### src/rtl/npc_lsu.sv
// rtl/npc_lsu.sv - single-outstanding load/store unit with byte-lane alignment and load extension
// Define NPC_LSU_MISALIGN_CHK_EN to trap misaligned accesses instead of aligning them down.
module npc_lsu #(
  parameter int XLEN   = 32,
  parameter int ADDR_W = 32
) (
  input  logic              clk_i,
  input  logic              rst_ni,
  input  logic              req_valid_i,
  output logic              req_ready_o,
  input  logic              req_we_i,
  input  logic [1:0]        req_size_i,
  input  logic              req_unsigned_i,
  input  logic [ADDR_W-1:0] req_addr_i,
  input  logic [XLEN-1:0]   req_wdata_i,
  input  logic [4:0]        req_rd_i,
  output logic              rsp_valid_o,
  output logic [XLEN-1:0]   rsp_rdata_o,
  output logic [4:0]        rsp_rd_o,
  output logic              rsp_err_o,
  output logic              mem_valid_o,
  input  logic              mem_ready_i,
  output logic              mem_we_o,
  output logic [ADDR_W-1:0] mem_addr_o,
  output logic [XLEN-1:0]   mem_wdata_o,
  output logic [XLEN/8-1:0] mem_wmask_o,
  input  logic              mem_rvalid_i,
  input  logic [XLEN-1:0]   mem_rdata_i,
  output logic              busy_o
);
  localparam int NB    = XLEN / 8;
  localparam int OFS_W = $clog2(NB);

  localparam logic [1:0] S_IDLE = 2'd0;
  localparam logic [1:0] S_CMD  = 2'd1;
  localparam logic [1:0] S_WAIT = 2'd2;
  localparam logic [1:0] S_RESP = 2'd3;

  logic [1:0]        state_q, state_d;
  logic              rdy_q;
  logic              we_q, we_d, uns_q, uns_d, err_q, err_d;
  logic [1:0]        size_q, size_d;
  logic [ADDR_W-1:0] addr_q, addr_d;
  logic [XLEN-1:0]   wdata_q, wdata_d, rdata_q, rdata_d;
  logic [4:0]        rd_q, rd_d;

  logic              accept, req_err, sign;
  logic [OFS_W-1:0]  ofs;
  logic [XLEN-1:0]   shifted, ld_data;

  function automatic logic [OFS_W-1:0] low_mask(input logic [1:0] size);
    return OFS_W'((32'd1 << size) - 32'd1);
  endfunction

`ifdef NPC_LSU_MISALIGN_CHK_EN
  logic [OFS_W-1:0] req_ofs;
  assign req_ofs = req_addr_i[OFS_W-1:0];
`endif

  // A double-word request on a 32-bit datapath is always illegal, with or without the checker.
  always_comb begin
    req_err = (XLEN == 32) && (req_size_i == 2'd3);
`ifdef NPC_LSU_MISALIGN_CHK_EN
    if (((req_ofs & low_mask(req_size_i)) != '0) ||
        ((int'(req_ofs) + (1 << req_size_i)) > NB)) begin
      req_err = 1'b1;
    end
`endif
  end

  assign req_ready_o = rdy_q && (state_q == S_IDLE);
  assign accept      = req_valid_i && req_ready_o;
  assign busy_o      = (state_q != S_IDLE);

  // Lane offset is aligned down to the access size; trapped accesses never reach memory anyway.
  assign ofs = addr_q[OFS_W-1:0] & ~low_mask(size_q);

  always_comb begin
    shifted = mem_rdata_i >> {ofs, 3'b000};
    case (size_q)
      2'd0:    sign = shifted[7];
      2'd1:    sign = shifted[15];
      2'd2:    sign = shifted[31];
      default: sign = shifted[XLEN-1];
    endcase
    sign = sign & ~uns_q;
    ld_data = '0;
    for (int i = 0; i < XLEN; i++) begin
      ld_data[i] = (i < (8 << size_q)) ? shifted[i] : sign;
    end
  end

  always_comb begin
    mem_wmask_o = '0;
    for (int i = 0; i < NB; i++) begin
      mem_wmask_o[i] = we_q && (i >= int'(ofs)) && (i < int'(ofs) + (1 << size_q));
    end
  end

  assign mem_valid_o = (state_q == S_CMD);
  assign mem_we_o    = (state_q == S_CMD) && we_q;
  assign mem_addr_o  = {addr_q[ADDR_W-1:OFS_W], {OFS_W{1'b0}}};
  assign mem_wdata_o = wdata_q << {ofs, 3'b000};

  assign rsp_valid_o = (state_q == S_RESP);
  assign rsp_rdata_o = (state_q == S_RESP) ? rdata_q : '0;
  assign rsp_rd_o    = (state_q == S_RESP) ? rd_q : 5'd0;
  assign rsp_err_o   = (state_q == S_RESP) && err_q;

  always_comb begin
    state_d = state_q;
    we_d    = we_q;
    uns_d   = uns_q;
    err_d   = err_q;
    size_d  = size_q;
    addr_d  = addr_q;
    wdata_d = wdata_q;
    rdata_d = rdata_q;
    rd_d    = rd_q;
    case (state_q)
      S_IDLE: begin
        if (accept) begin
          we_d    = req_we_i;
          uns_d   = req_unsigned_i;
          size_d  = req_size_i;
          addr_d  = req_addr_i;
          wdata_d = req_wdata_i;
          rd_d    = req_rd_i;
          err_d   = req_err;
          rdata_d = '0;
          state_d = req_err ? S_RESP : S_CMD;
        end
      end
      S_CMD: begin
        if (mem_ready_i) state_d = we_q ? S_RESP : S_WAIT;
      end
      S_WAIT: begin
        if (mem_rvalid_i) begin
          rdata_d = ld_data;
          state_d = S_RESP;
        end
      end
      default: state_d = S_IDLE;
    endcase
  end

  always_ff @(posedge clk_i or negedge rst_ni) begin
    if (!rst_ni) begin
      state_q <= S_IDLE;
      rdy_q   <= 1'b0;
      we_q    <= 1'b0;
      uns_q   <= 1'b0;
      err_q   <= 1'b0;
      size_q  <= 2'd0;
      addr_q  <= '0;
      wdata_q <= '0;
      rdata_q <= '0;
      rd_q    <= 5'd0;
    end else begin
      state_q <= state_d;
      rdy_q   <= 1'b1;
      we_q    <= we_d;
      uns_q   <= uns_d;
      err_q   <= err_d;
      size_q  <= size_d;
      addr_q  <= addr_d;
      wdata_q <= wdata_d;
      rdata_q <= rdata_d;
      rd_q    <= rd_d;
    end
  end

endmodule

### config.mk
export PLATFORM = sky130hd
export DESIGN_NAME = npc_lsu
export DESIGN_NICKNAME = d
export VERILOG_FILES = /design/src/rtl/npc_lsu.sv
export SDC_FILE = /design/constraint.sdc
export NUM_CORES = 1
export LEC_CHECK = 0
export BUFFER_PORTS_ARGS = -buffer_cell sky130_fd_sc_hd__buf_2
export CAP_MARGIN = 10
export CORE_MARGIN = 2
export CORE_UTILIZATION = 25
export DETAILED_ROUTE_END_ITERATION = 12
export GPL_TIMING_DRIVEN = 0
export SYNTH_ARGS = -nofsm -noshare
export SYNTH_HDL_FRONTEND = slang
export SYNTH_SLANG_ARGS = --single-unit
### constraint.sdc
create_clock -name clk_i -period 4.9 [get_ports clk_i]
set_input_delay 0.245 -clock clk_i [delete_from_list [all_inputs] [get_ports clk_i]]
set_output_delay 0.245 -clock clk_i [all_outputs]
set_load 0.02 [all_outputs]
-- Word level (Yosys, flattened, before mapping)
Cells that the tools add are included.
- add/sub/neg operators: 2
- order comparisons: 39
- equal/unequal tests: 8
- shift-type cells: 4
- multiplexer cells: 44
- bitwise gates (word level): 4
- reduce and logical (&&, ||, !) cells: 18
- operator list (operator ; count):
    $lt A6 B32 Y1 const A ; 16
    $lt A5 B32 Y1 const A ; 8
    $lt A3 B32 Y1 const A ; 4
    $lt A4 B32 Y1 const A ; 4
    $mux W32 ; 3
    $lt A1 B32 Y1 const A ; 2
    $lt A2 B32 Y1 const A ; 2
    $pmux W32 S2 ; 1
    $mux W1 ; 33
    $add A3 B32 Y32 ; 1
    $shl A1 B2 Y32 const A ; 1
    $shl A32 B5 Y32 ; 1
    $shl A4 B2 Y32 const A ; 1
    $shr A32 B5 Y32 ; 1
    $logic_and A1 B1 Y1 ; 11
    $mux W2 ; 4
    $eq A2 B2 Y1 const B ; 3
    $pmux W2 S3 ; 1
    $reduce_and A3 Y1 ; 2
    $mux W5 ; 1
    $eq A2 B1 Y1 const B ; 2
    $ge A1 B2 Y1 const A ; 2
    $logic_not A2 Y1 ; 2
    $ne A2 B2 Y1 const B ; 2
    10 further kinds ; 11
- register bits after elaboration: 109
- input bits: 110
- output and inout bits: 111
- logic and storage cells: 129

-- Longest topological paths before layout
Gate-level depths: netlist (run 1).
- word-level depth: 10
- mapped depth: 11

-- Worst setup path after synthesis (run 1)
No wires, ideal clock.
- path type: register to output
- from: reg size_q[1]
- to: out mem_wdata_o[17]
- data arrival time: 2.597 ns
- required time: 4.655 ns
- setup slack: 2.058 ns
- cell stages (with the launch flop): 9
- buffers on the path: 3
- cells stage by stage: dfrtp_1 buf_4 nor2_1 ha_1 clkbuf_1 nand2_1 buf_1 mux2i_1 o21ai_0
- longest elaborated chain between the ends: 5
- RTL lines (what ; line ; RTL):
    start, declared ; 42 ; logic [1:0] size_q, size_d;
    start signal, assigned ; 165 ; size_q <= size_d;
    $shl A1 B2 Y32 ; n/a ;
    $sub A2 B1 Y2 ; 52 ; return OFS_W'((32'd1 << size) - 32'd1);
    $not A2 Y2 ; 76 ; assign ofs = addr_q[OFS_W-1:0] & ~low_mask(size_q);
    $and A2 B2 Y2 ; 76 ;
    $shl A32 B5 Y32 ; 103 ; assign mem_wdata_o = wdata_q << {ofs, 3'b000};
    end, declared ; 25 ; output logic [XLEN-1:0] mem_wdata_o,
Every way passes these cells.

-- Worst setup path after layout (run 1)
Same ends and word-level chain as after synthesis.

==> metrics, run 1 <==
unrepaired setup endpoints after global routing no; critical path, cell by cell buf_4, nor2_1, ha_1, clkbuf_1, nand2_1, buf_1, mux2i_1, o21ai_0, buf_2; Nets 899; largest fanout on the critical path 10; Clock Pin Slew Worst Setup and Hold Paths 80 ps; DRC marker count from the first detailed-route iteration 173; EDFF count, synth 0; Port Buffer Count 218; Die Outline Area 25100 um^2; max-slew violation total from the final report 0; via count 5001; number of fill cells 2459; asr flop ratio synth 1.00; Yosys warning total 0; Top delay family on crit path buffers and inverters; number of different library cells in the post-synthesis netlist 51; Leak 3.98 nW; insertion delay of the later-clocked pin in the worst-skew pair 360 ps; gate count of the mapped netlist 549; ant diodes 0; final worst-path cycle share 0.801; vias in the first global route 4984; floorplan core area 23500 um^2; GRT Total Usage 0.155; Worst Setup End Kind output port; count of TritonRoute iterations in the first routing pass 4; width of the die 158 um; sequential cell area fraction in the yosys report 0.457; number of clock sinks seen by CTS 109; area added between synthesis and finish 30.9%; pin slew with the least headroom to its limit 909 ps; buffer cell driving the clock tree root clkbuf_16; areal power density over the cells 737 nW/um^2; DRC violation count after routing 0; status completed; maximum level of the CTS H-tree 3; per-cell via count in the routed design 4.53; CP Data Required Time 4660 ps; ratio of cells with drive above 1 in the final layout 0.468; max_cap viols 0; achievable frequency 255 MHz; global-route wire length before repair 29.1 mm; post-detailed-route wirelength per cell 17.7 um; total CTS buffers 9; HPWL after detailed placement 14.9 mm; setup fix buffers added after clock tree synthesis 0; largest buffer count on any clock path 2; # setup viols final 0; final sum of negative setup slack 0 ps; worst ir drop on vdd 0.334 mV; type of the worst min-delay path input port to flip-flop; relative max-transition margin 0.394; clock period minus final worst setup slack 3930 ps; clock tree from TritonCTS done; average cell area after synthesis 10.9 um^2; Final Hold Slack 113 ps; effective utilization at floorplan 0.254; chip height 158 um; cell area after technology mapping 5970 um^2; dominant synthesized flop cell dfrtp_1; worst setup path category flip-flop to output port; largest net degree at the start of global routing 63; Synth Register Bits 109; GRT overflow 0; num rows 56; CTS-repair resized insts 0; data arrival time of the critical path 3680 ps; number of I/O pins 221; Buffers & Inverters on Critical Path 4; cell with the largest stage delay on the worst path buf_1; Final Hold Fails 0; initial antenna violation count 0; post-detailed-route count of antenna-violating nets 0; global placement routability congestion 0.798; clock skew 7.71 ps; largest stage delay on the critical path 730 ps; Critical Path Start Type flip-flop; Detailed Route WL 19.5 mm
-- what timing repair did --
action | 4_1_cts | 5_1_grt
hold buffers | 1 | 0
endpoints found under the hold margin | 47 | 0
setup endpoints to repair | 0 | 0
-- cell usage after synthesis, types with 2 or more instances --
| master | n | area share |
|---|---|---|
| a21bo_2 | 3 | 0.0050 |
| a22o_1 | 7 | 0.010 |
| a21oi_1 | 19 | 0.016 |
| buf_2 | 8 | 0.0067 |
| nand2_1 | 66 | 0.042 |
| ha_1 | 8 | 0.017 |
| nand2b_1 | 2 | 0.0021 |
| o211ai_1 | 9 | 0.011 |
| nand3_1 | 4 | 0.0034 |
| mux2i_1 | 36 | 0.060 |
| nor2_1 | 9 | 0.0057 |
| inv_1 | 6 | 0.0038 |
| a22oi_1 | 7 | 0.0088 |
| a221o_1 | 7 | 0.012 |
| o21ai_0 | 13 | 0.011 |
| and2_1 | 42 | 0.044 |
| clkbuf_1 | 21 | 0.013 |
| and3_1 | 17 | 0.018 |
| dfrtp_1 | 109 | 0.46 |
| a32oi_1 | 9 | 0.013 |
| buf_6 | 2 | 0.0038 |
| mux2_2 | 76 | 0.14 |
| o21a_1 | 3 | 0.0038 |
| conb_1 | 2 | 0.0013 |
| buf_4 | 35 | 0.044 |
| nor3_1 | 4 | 0.0034 |
-- state kept, by name (all words and copies together) (netlist names) --
signal and count:
addr_q 32, we_q 1, rd_q 5, rdy_q 1, uns_q 1, state_q 2
size_q 2, err_q 1, rdata_q 32, wdata_q 32
-- where the power goes --
part	leakage (nW)	internal [mW]	switching, mW
Clock	0.147	0.442	0.351
Combinational	2.48	1.37	1.99
Sequential	1.35	1.32	0.282
Total	3.98	3.13	2.63
-- layer usage --
layer / routed length [um] / global-route usage / up-vias
li1: - / - / 2371
met3: 1470 / 0.0389 / 18
met4: 356 / 0.0506 / 0
met1: 8700 / 0.202 / 2399
met5: 0 / 0 / -
met2: 8950 / 0.253 / 213
-- cells by family after synthesis --
| family | count (synthesis) | synth area share |
|---|---|---|
| xor gates and xnor gates | 1 | 0.00147 |
| other | 2 | 0.00126 |
| muxes | 113 | 0.208 |
| adders and majority gates | 8 | 0.0168 |
| buffers and inverters | 75 | 0.0755 |
| DFF | 109 | 0.457 |
| and+or+nand+nor | 150 | 0.125 |
| AOI/OAI and AO/OA | 91 | 0.115 |
-- cell usage in the layout (no fill, tap or decap), types with 8 or more instances in the layout --
| cell | n |
|---|---|
| dfrtp_1 | 109 |
| mux2i_1 | 36 |
| a21oi_1 | 19 |
| a32oi_1 | 9 |
| mux2_2 | 76 |
| clkbuf_16 | 9 |
| and3_1 | 17 |
| ha_1 | 8 |
| and2_1 | 42 |
| nand2_1 | 66 |
| buf_2 | 225 |
| nor2_1 | 9 |
| clkbuf_1 | 21 |
| o211ai_1 | 9 |
| o21ai_0 | 13 |
| buf_4 | 35 |
-- stage by stage --
stage	instances	area (um^2)	total power [mW]	worst slack [ps]	util
6_report	1103	7810	5.75	974	0.333
5_1_grt	1103	7810	6.18	747	0.333
4_1_cts	1103	7810	5.83	921	0.333
3_5_place_dp	1088	7490	5.00	1330	0.319
3_3_place_gp	1087	7460	4.97	1380	0.318
2_1_floorplan	550	5970	3.88	2060	-
-- cell type report --
type | count | area [um^2] | area share
multi-input combinational | 366 | 2790 | 0.358
sequential | 109 | 2730 | 0.349
timing repair buffer | 220 | 1130 | 0.145
buffer | 67 | 408 | 0.0523
tap | 319 | 399 | 0.0511
clock buffer | 9 | 225 | 0.0289
clock inverter | 5 | 77.6 | 0.00994
inverter | 8 | 42.5 | 0.00545
-- final timing paths --
check	from	endpoint	slack (ps)	depth (start not counted)
max	size_q[1]	mem_wdata_o[17]	970	9
min	req_wdata_i[19]	wdata_q[19]	110	2
max reg2reg	size_q[1]	rdata_q[9]	1750	8
min reg2reg	rdata_q[7]	rdata_q[7]	480	2
max in group asynchronous	rst_ni	addr_q[15]	3800	3
min in group asynchronous	rst_ni	rdata_q[5]	410	2
Power figures use the tool's default switching activity.
==> inputs of run 2 (changes only) <==
==> constraint.sdc (replaced) <==
create_clock -name clk_i -period 4 [get_ports clk_i]
set_input_delay 0.2 -clock clk_i [delete_from_list [all_inputs] [get_ports clk_i]]
set_output_delay 0.2 -clock clk_i [all_outputs]
set_load 0.02 [all_outputs]
==> metrics, run 2 (same netlist as run 1, synthesis figures left out) <==
Final Hold Fails 0 (unchanged); global placement routability congestion 0.798 (unchanged); unrepaired setup endpoints after global routing no; data arrival time of the critical path 3580 ps (-100 ps); Worst Setup End Kind output port; post-detailed-route count of antenna-violating nets 0 (unchanged); areal power density over the cells 903 nW/um^2 (+23%); global-route wire length before repair 29.1 mm (unchanged); startpoint of the worst-slack reg-to-reg timing path size_q[1]; insertion delay of the later-clocked pin in the worst-skew pair 360 ps (about the same); final sum of negative setup slack 0 ps (unchanged); max_cap viols 0 (unchanged); relative max-transition margin 0.399 (+0.00529); Detailed Route WL 19.5 mm (about the same); part of the total power dissipated in combinational logic 0.584 (about the same); largest buffer count on any clock path 2 (unchanged); worst setup path category flip-flop to output port; floorplan core area 23500 um^2 (unchanged); Die Outline Area 25100 um^2 (unchanged); initial antenna violation count 0 (unchanged); final worst-path cycle share 0.946; reg-to-reg endpoint rdata_q[2]; max-slew violation total from the final report 0 (unchanged); type of the worst min-delay path input port to flip-flop; via count 5009 (+0.16%); ant diodes 0 (unchanged); Setup WS post-layout 216 ps (-758 ps); Critical Path Start Type flip-flop; clock period minus final worst setup slack 3780 ps; largest fanout on the critical path 10 (unchanged); Worst Hold Launch req_wdata_i[19]; buffer cell driving the clock tree root clkbuf_16; post-detailed-route wirelength per cell 17.7 um (about the same); most frequent standard cell in the layout excluding fill and tap cells buf_2; largest registers addr_q x32, rdata_q x32, wdata_q x32; internal power 3.83 mW (+22%); chip height 158 um (unchanged); DRC marker count from the first detailed-route iteration 167 (-3.5%); status completed; DRC violation count after routing 0 (unchanged); Leak 3.99 nW (about the same); total CTS buffers 9 (unchanged); clock skew 7.70 ps (-0.0115 ps); portion of total power attributed to the clock network 0.138 (about the same); Nets 899 (unchanged); largest net degree at the start of global routing 63 (unchanged); width of the die 158 um (unchanged); ratio of cells with drive above 1 in the final layout 0.469 (+0.00128); HPWL after detailed placement 14.9 mm (unchanged); GRT Total Usage 0.155 (unchanged); number of I/O pins 221 (unchanged); count of TritonRoute iterations in the first routing pass 4 (unchanged); CP Data Required Time 3800 ps (-860 ps); per-cell via count in the routed design 4.54 (+0.16%); Final Hold Slack 67.6 ps (-45.0 ps); maximum level of the CTS H-tree 3 (unchanged); most frequent cells in the layout buf_2 (225), dfrtp_1 (109), mux2_2 (76); critical path launch point size_q[1]; number of clock sinks seen by CTS 109 (unchanged); switching power of the nets 3.22 mW (+23%); GRT overflow 0 (unchanged); switching power share of the total 0.457 (about the same); achievable frequency 264 MHz; clock tree from TritonCTS done; area added between synthesis and finish 30.9% (about the same); vias in the first global route 4984 (unchanged); Port Buffer Count 218 (unchanged); pin slew with the least headroom to its limit 901 ps (-7.93 ps); relative contribution of sequential cells to total power 0.278 (about the same); Worst Setup Slack post-DPL 474 ps (-855 ps); worst ir drop on vdd 0.408 mV (+22%); # setup viols final 0 (unchanged); Register-to-Register Setup Slack 810 ps (-940 ps); Clock Pin Slew Worst Setup and Hold Paths 80 ps (about the same); count of cells along the worst register-to-register path 8 (unchanged); num rows 56 (unchanged); effective utilization at floorplan 0.254 (unchanged); critical path endpoint mem_wdata_o[30]
-- run 2: cell types whose count changed in the layout (fill, tap and decap cells not counted), sizes merged --
cell / previous run / this run
clkbuf: 30 / 31
buf: 265 / 264
-- run 2: cell type report --
cell class | count | area, um^2
Sequential cell | 109 | 2730
Clock buffer | 9 | 225
Clock inverter | 5 | 77.6
Buffer | 67 | 409
Fill cell | 2458 | 15700
Timing Repair Buffer | 220 | 1130
Inverter | 8 | 42.5
Tap cell | 319 | 399
Multi-Input combinational cell | 366 | 2790
-- run 2: critical path, cell delays in order, from the launching register on --
cell and delay (ps):
dfrtp_1 360, buf_4 160, nor2_1 500, ha_1 330, clkbuf_1 180, nand2_1 310, clkbuf_1 720, nand2_1 100
and3_1 210, a21oi_1 150, buf_2 200
-- run 2: how the worst min path moves through the flow --
stage / end / slack (ps) / cells after the start
2_1_floorplan: addr_q[0] / -100 / 0
3_3_place_gp: addr_q[18] / 430 / 2
3_5_place_dp: rdata_q[1] / 180 / 1
4_1_cts: wdata_q[20] / 50 / 2
5_1_grt: addr_q[29] / 60 / 2
6_report: wdata_q[19] / 70 / 2
-- run 2: layer usage --
layer	GRT usage	up-vias	part of all wire
met5	0	-	0
met4	0.0506	0	0.018
met3	0.0389	18	0.077
met2	0.253	221	0.46
met1	0.202	2398	0.45
li1	-	2372	-
-- run 2: power by group through the flow --
stage	Sequential, mW	Combinational (mW)	Clock, mW
2_1_floorplan	1.85	2.90	0
3_3_place_gp	1.97	4.12	0
3_5_place_dp	1.99	4.14	0
4_1_cts	1.97	4.16	1.01
5_1_grt	2.04	4.49	1.04
6_report	1.96	4.11	0.972
-- run 2: what timing repair did --
action,in CTS,in global routing
resized for setup,0,2
endpoints found under the hold margin,47,0
endpoints found under the setup margin,0,1
buffers inserted,0,0
hold buffers,1,0
-- run 2: through the flow --
stage          power (mW)   util  area [um^2]  std cells
6_report             7.05  0.333         7810       1103
5_1_grt              7.57  0.333         7810       1103
4_1_cts              7.14  0.333         7810       1103
3_5_place_dp         6.13  0.319         7490       1088
3_3_place_gp         6.09  0.318         7460       1087
2_1_floorplan        4.75      -         5970        550
==> inputs of run 3 (changes only) <==
==> constraint.sdc (replaced) <==
create_clock -name clk_i -period 3.6 [get_ports clk_i]
set_input_delay 0.18 -clock clk_i [delete_from_list [all_inputs] [get_ports clk_i]]
set_output_delay 0.18 -clock clk_i [all_outputs]
set_load 0.02 [all_outputs]
==> metrics, run 3 (same netlist as run 1, synthesis figures left out) <==
# setup viols final 0 (unchanged); cell count after placement 1088 (unchanged); reg-to-reg endpoint rdata_q[13]; count of cells along the worst register-to-register path 9 (+1); global placement routability congestion 0.798 (unchanged); clock skew 7.40 ps (-0.301 ps); most frequent cells in the layout buf_2 (225), dfrtp_1 (109), mux2_2 (76); Detailed Route WL 19.5 mm (about the same); post-detailed-route wirelength per cell 17.7 um (about the same); area added between synthesis and finish 31.1%; Die Outline Area 25100 um^2 (unchanged); Critical Path Start Type flip-flop; type of the worst min-delay path input port to flip-flop; ant diodes 0 (unchanged); DRC violation count after routing 0 (unchanged); total CTS buffers 9 (unchanged); top layer reached by signal wires met4; per-cell via count in the routed design 4.53 (-0.24%); Nets 899 (unchanged); worst ir drop on vdd 0.457 mV (+12%); Hold EP wdata_q[19]; buffer cell driving the clock tree root clkbuf_16; relative max-transition margin 0.460 (+0.0610); Leak 4.00 nW (+0.34%); largest registers addr_q x32, rdata_q x32, wdata_q x32; data arrival time of the critical path 3200 ps (-380 ps); final sum of negative setup slack 0 ps (unchanged); achievable frequency 296 MHz; global-route wire length before repair 29.1 mm (about the same); GRT overflow 0 (unchanged); initial antenna violation count 0 (unchanged); worst setup path category flip-flop to output port; chip height 158 um (unchanged); insertion delay of the later-clocked pin in the worst-skew pair 360 ps (about the same); Final Hold Fails 0 (unchanged); vias in the first global route 4981 (-0.060%); final worst-path cycle share 0.939; Clock Pin Slew Worst Setup and Hold Paths 80 ps (about the same); Register-to-Register Setup Slack 870 ps (+60 ps); clock period minus final worst setup slack 3380 ps; clock tree from TritonCTS done; maximum level of the CTS H-tree 3 (unchanged); floorplan core area 23500 um^2 (unchanged); max_cap viols 0 (unchanged); unrepaired setup endpoints after global routing no; DRC marker count from the first detailed-route iteration 203 (+22%); areal power density over the cells 1000 nW/um^2 (+11%); CP Data Required Time 3420 ps (-380 ps); largest fanout on the critical path 10 (unchanged); num rows 56 (unchanged); pin slew with the least headroom to its limit 801 ps (-100 ps); met2 wire length 9.02 mm (+0.98%); HPWL after detailed placement 14.9 mm (unchanged); post-route non-filler standard cell count 1103 (unchanged); GRT Total Usage 0.155 (about the same); DR WL met3 1.49 mm (+0.13%); via count 4997 (-0.24%); effective utilization at floorplan 0.254 (unchanged); most frequent standard cell in the layout excluding fill and tap cells buf_2; length of routed wiring on met1 8.63 mm (-0.72%); startpoint of the worst-slack reg-to-reg timing path size_q[1]; largest net degree at the start of global routing 63 (unchanged); ratio of cells with drive above 1 in the final layout 0.476 (+0.00638); count of TritonRoute iterations in the first routing pass 4 (unchanged); status completed; max-slew violation total from the final report 0 (unchanged); post-detailed-route count of antenna-violating nets 0 (unchanged); largest buffer count on any clock path 2 (unchanged); total design power 7.84 mW (+11%); width of the die 158 um (unchanged); cell depth of the worst min-delay path 2 (unchanged); Port Buffer Count 218 (unchanged); Worst Setup End Kind output port; number of I/O pins 221 (unchanged); Worst Hold Launch req_wdata_i[19]; number of clock sinks seen by CTS 109 (unchanged)
==> run 3: cell types whose count changed in the layout (fill, tap and decap cells not counted) <==
| cell | change |
|---|---|
| clkbuf_1 | -4 |
| clkbuf_2 | +3 |
| clkdlybuf4s15_2 | +1 |
| nor2_1 | -1 |
| nor2_2 | +1 |
==> run 3: how the worst max path moves through the flow <==
stage               cells after the start  slack (ps)      start         endpoint
finish                                  9         220  size_q[1]  mem_wdata_o[17]
floorplan                               8         820  size_q[1]  mem_wdata_o[17]
detailed placement                      9          90  size_q[1]  mem_wdata_o[17]
global route                            9          10  size_q[1]  mem_wdata_o[17]
CTS                                     9         140  size_q[1]  mem_wdata_o[17]
global placement                        9         140  size_q[1]  mem_wdata_o[17]
==> run 3: routing by layer <==
metal | GRT usage | vias up
li1 | - | 2366
met1 | 0.203 | 2412
met2 | 0.253 | 203
met3 | 0.0389 | 16
met4 | 0.0506 | 0
met5 | 0 | -
==> run 3: final cells by class <==
| class | instances | area, um^2 |
|---|---|---|
| Sequential cell | 109 | 2730 |
| Fill cell | 2456 | 15700 |
| Tap cell | 319 | 399 |
| Buffer | 67 | 420 |
| Inverter | 8 | 42.5 |
| Multi-Input combinational cell | 366 | 2790 |
| Timing Repair Buffer | 220 | 1130 |
| Clock buffer | 9 | 225 |
| Clock inverter | 5 | 77.6 |
==> run 3: report_power, final <==
| part | switching, mW | total [mW] | leakage [nW] | internal [mW] |
|---|---|---|---|---|
| Clock | 0.475 | 1.08 | 0.147 | 0.601 |
| Combinational | 2.71 | 4.58 | 2.50 | 1.87 |
| Sequential | 0.385 | 2.18 | 1.35 | 1.80 |
==> run 3: metrics by stage <==
step                       util  cell area (um^2)  setup WS (ps)  hold slack (ps)
after floorplan               -              5970            823             -116
after global placement    0.318              7460            140              412
after detailed placement  0.319              7490           93.8              158
after CTS                 0.333              7820            142             30.9
after global routing      0.333              7820           10.4             39.8
final                     0.333              7820            220             47.3
==> run 3: what timing repair did <==
action / in CTS / in global routing
hold buffers: 1 / 0
endpoints found under the hold margin: 47 / 0
gates resized for setup: 6 / 2
setup buffers: 0 / 0
endpoints found under the setup margin: 10 / 1
==> run 3: worst max-delay path: stages (launching register included) <==
cell and delay [ps]:
dfrtp_1 360, buf_4 160, nor2_2 340, ha_1 300, clkbuf_1 170, nand2_1 290, clkdlybuf4s15_2 530, mux2i_1 160
o21ai_0 290, buf_2 240
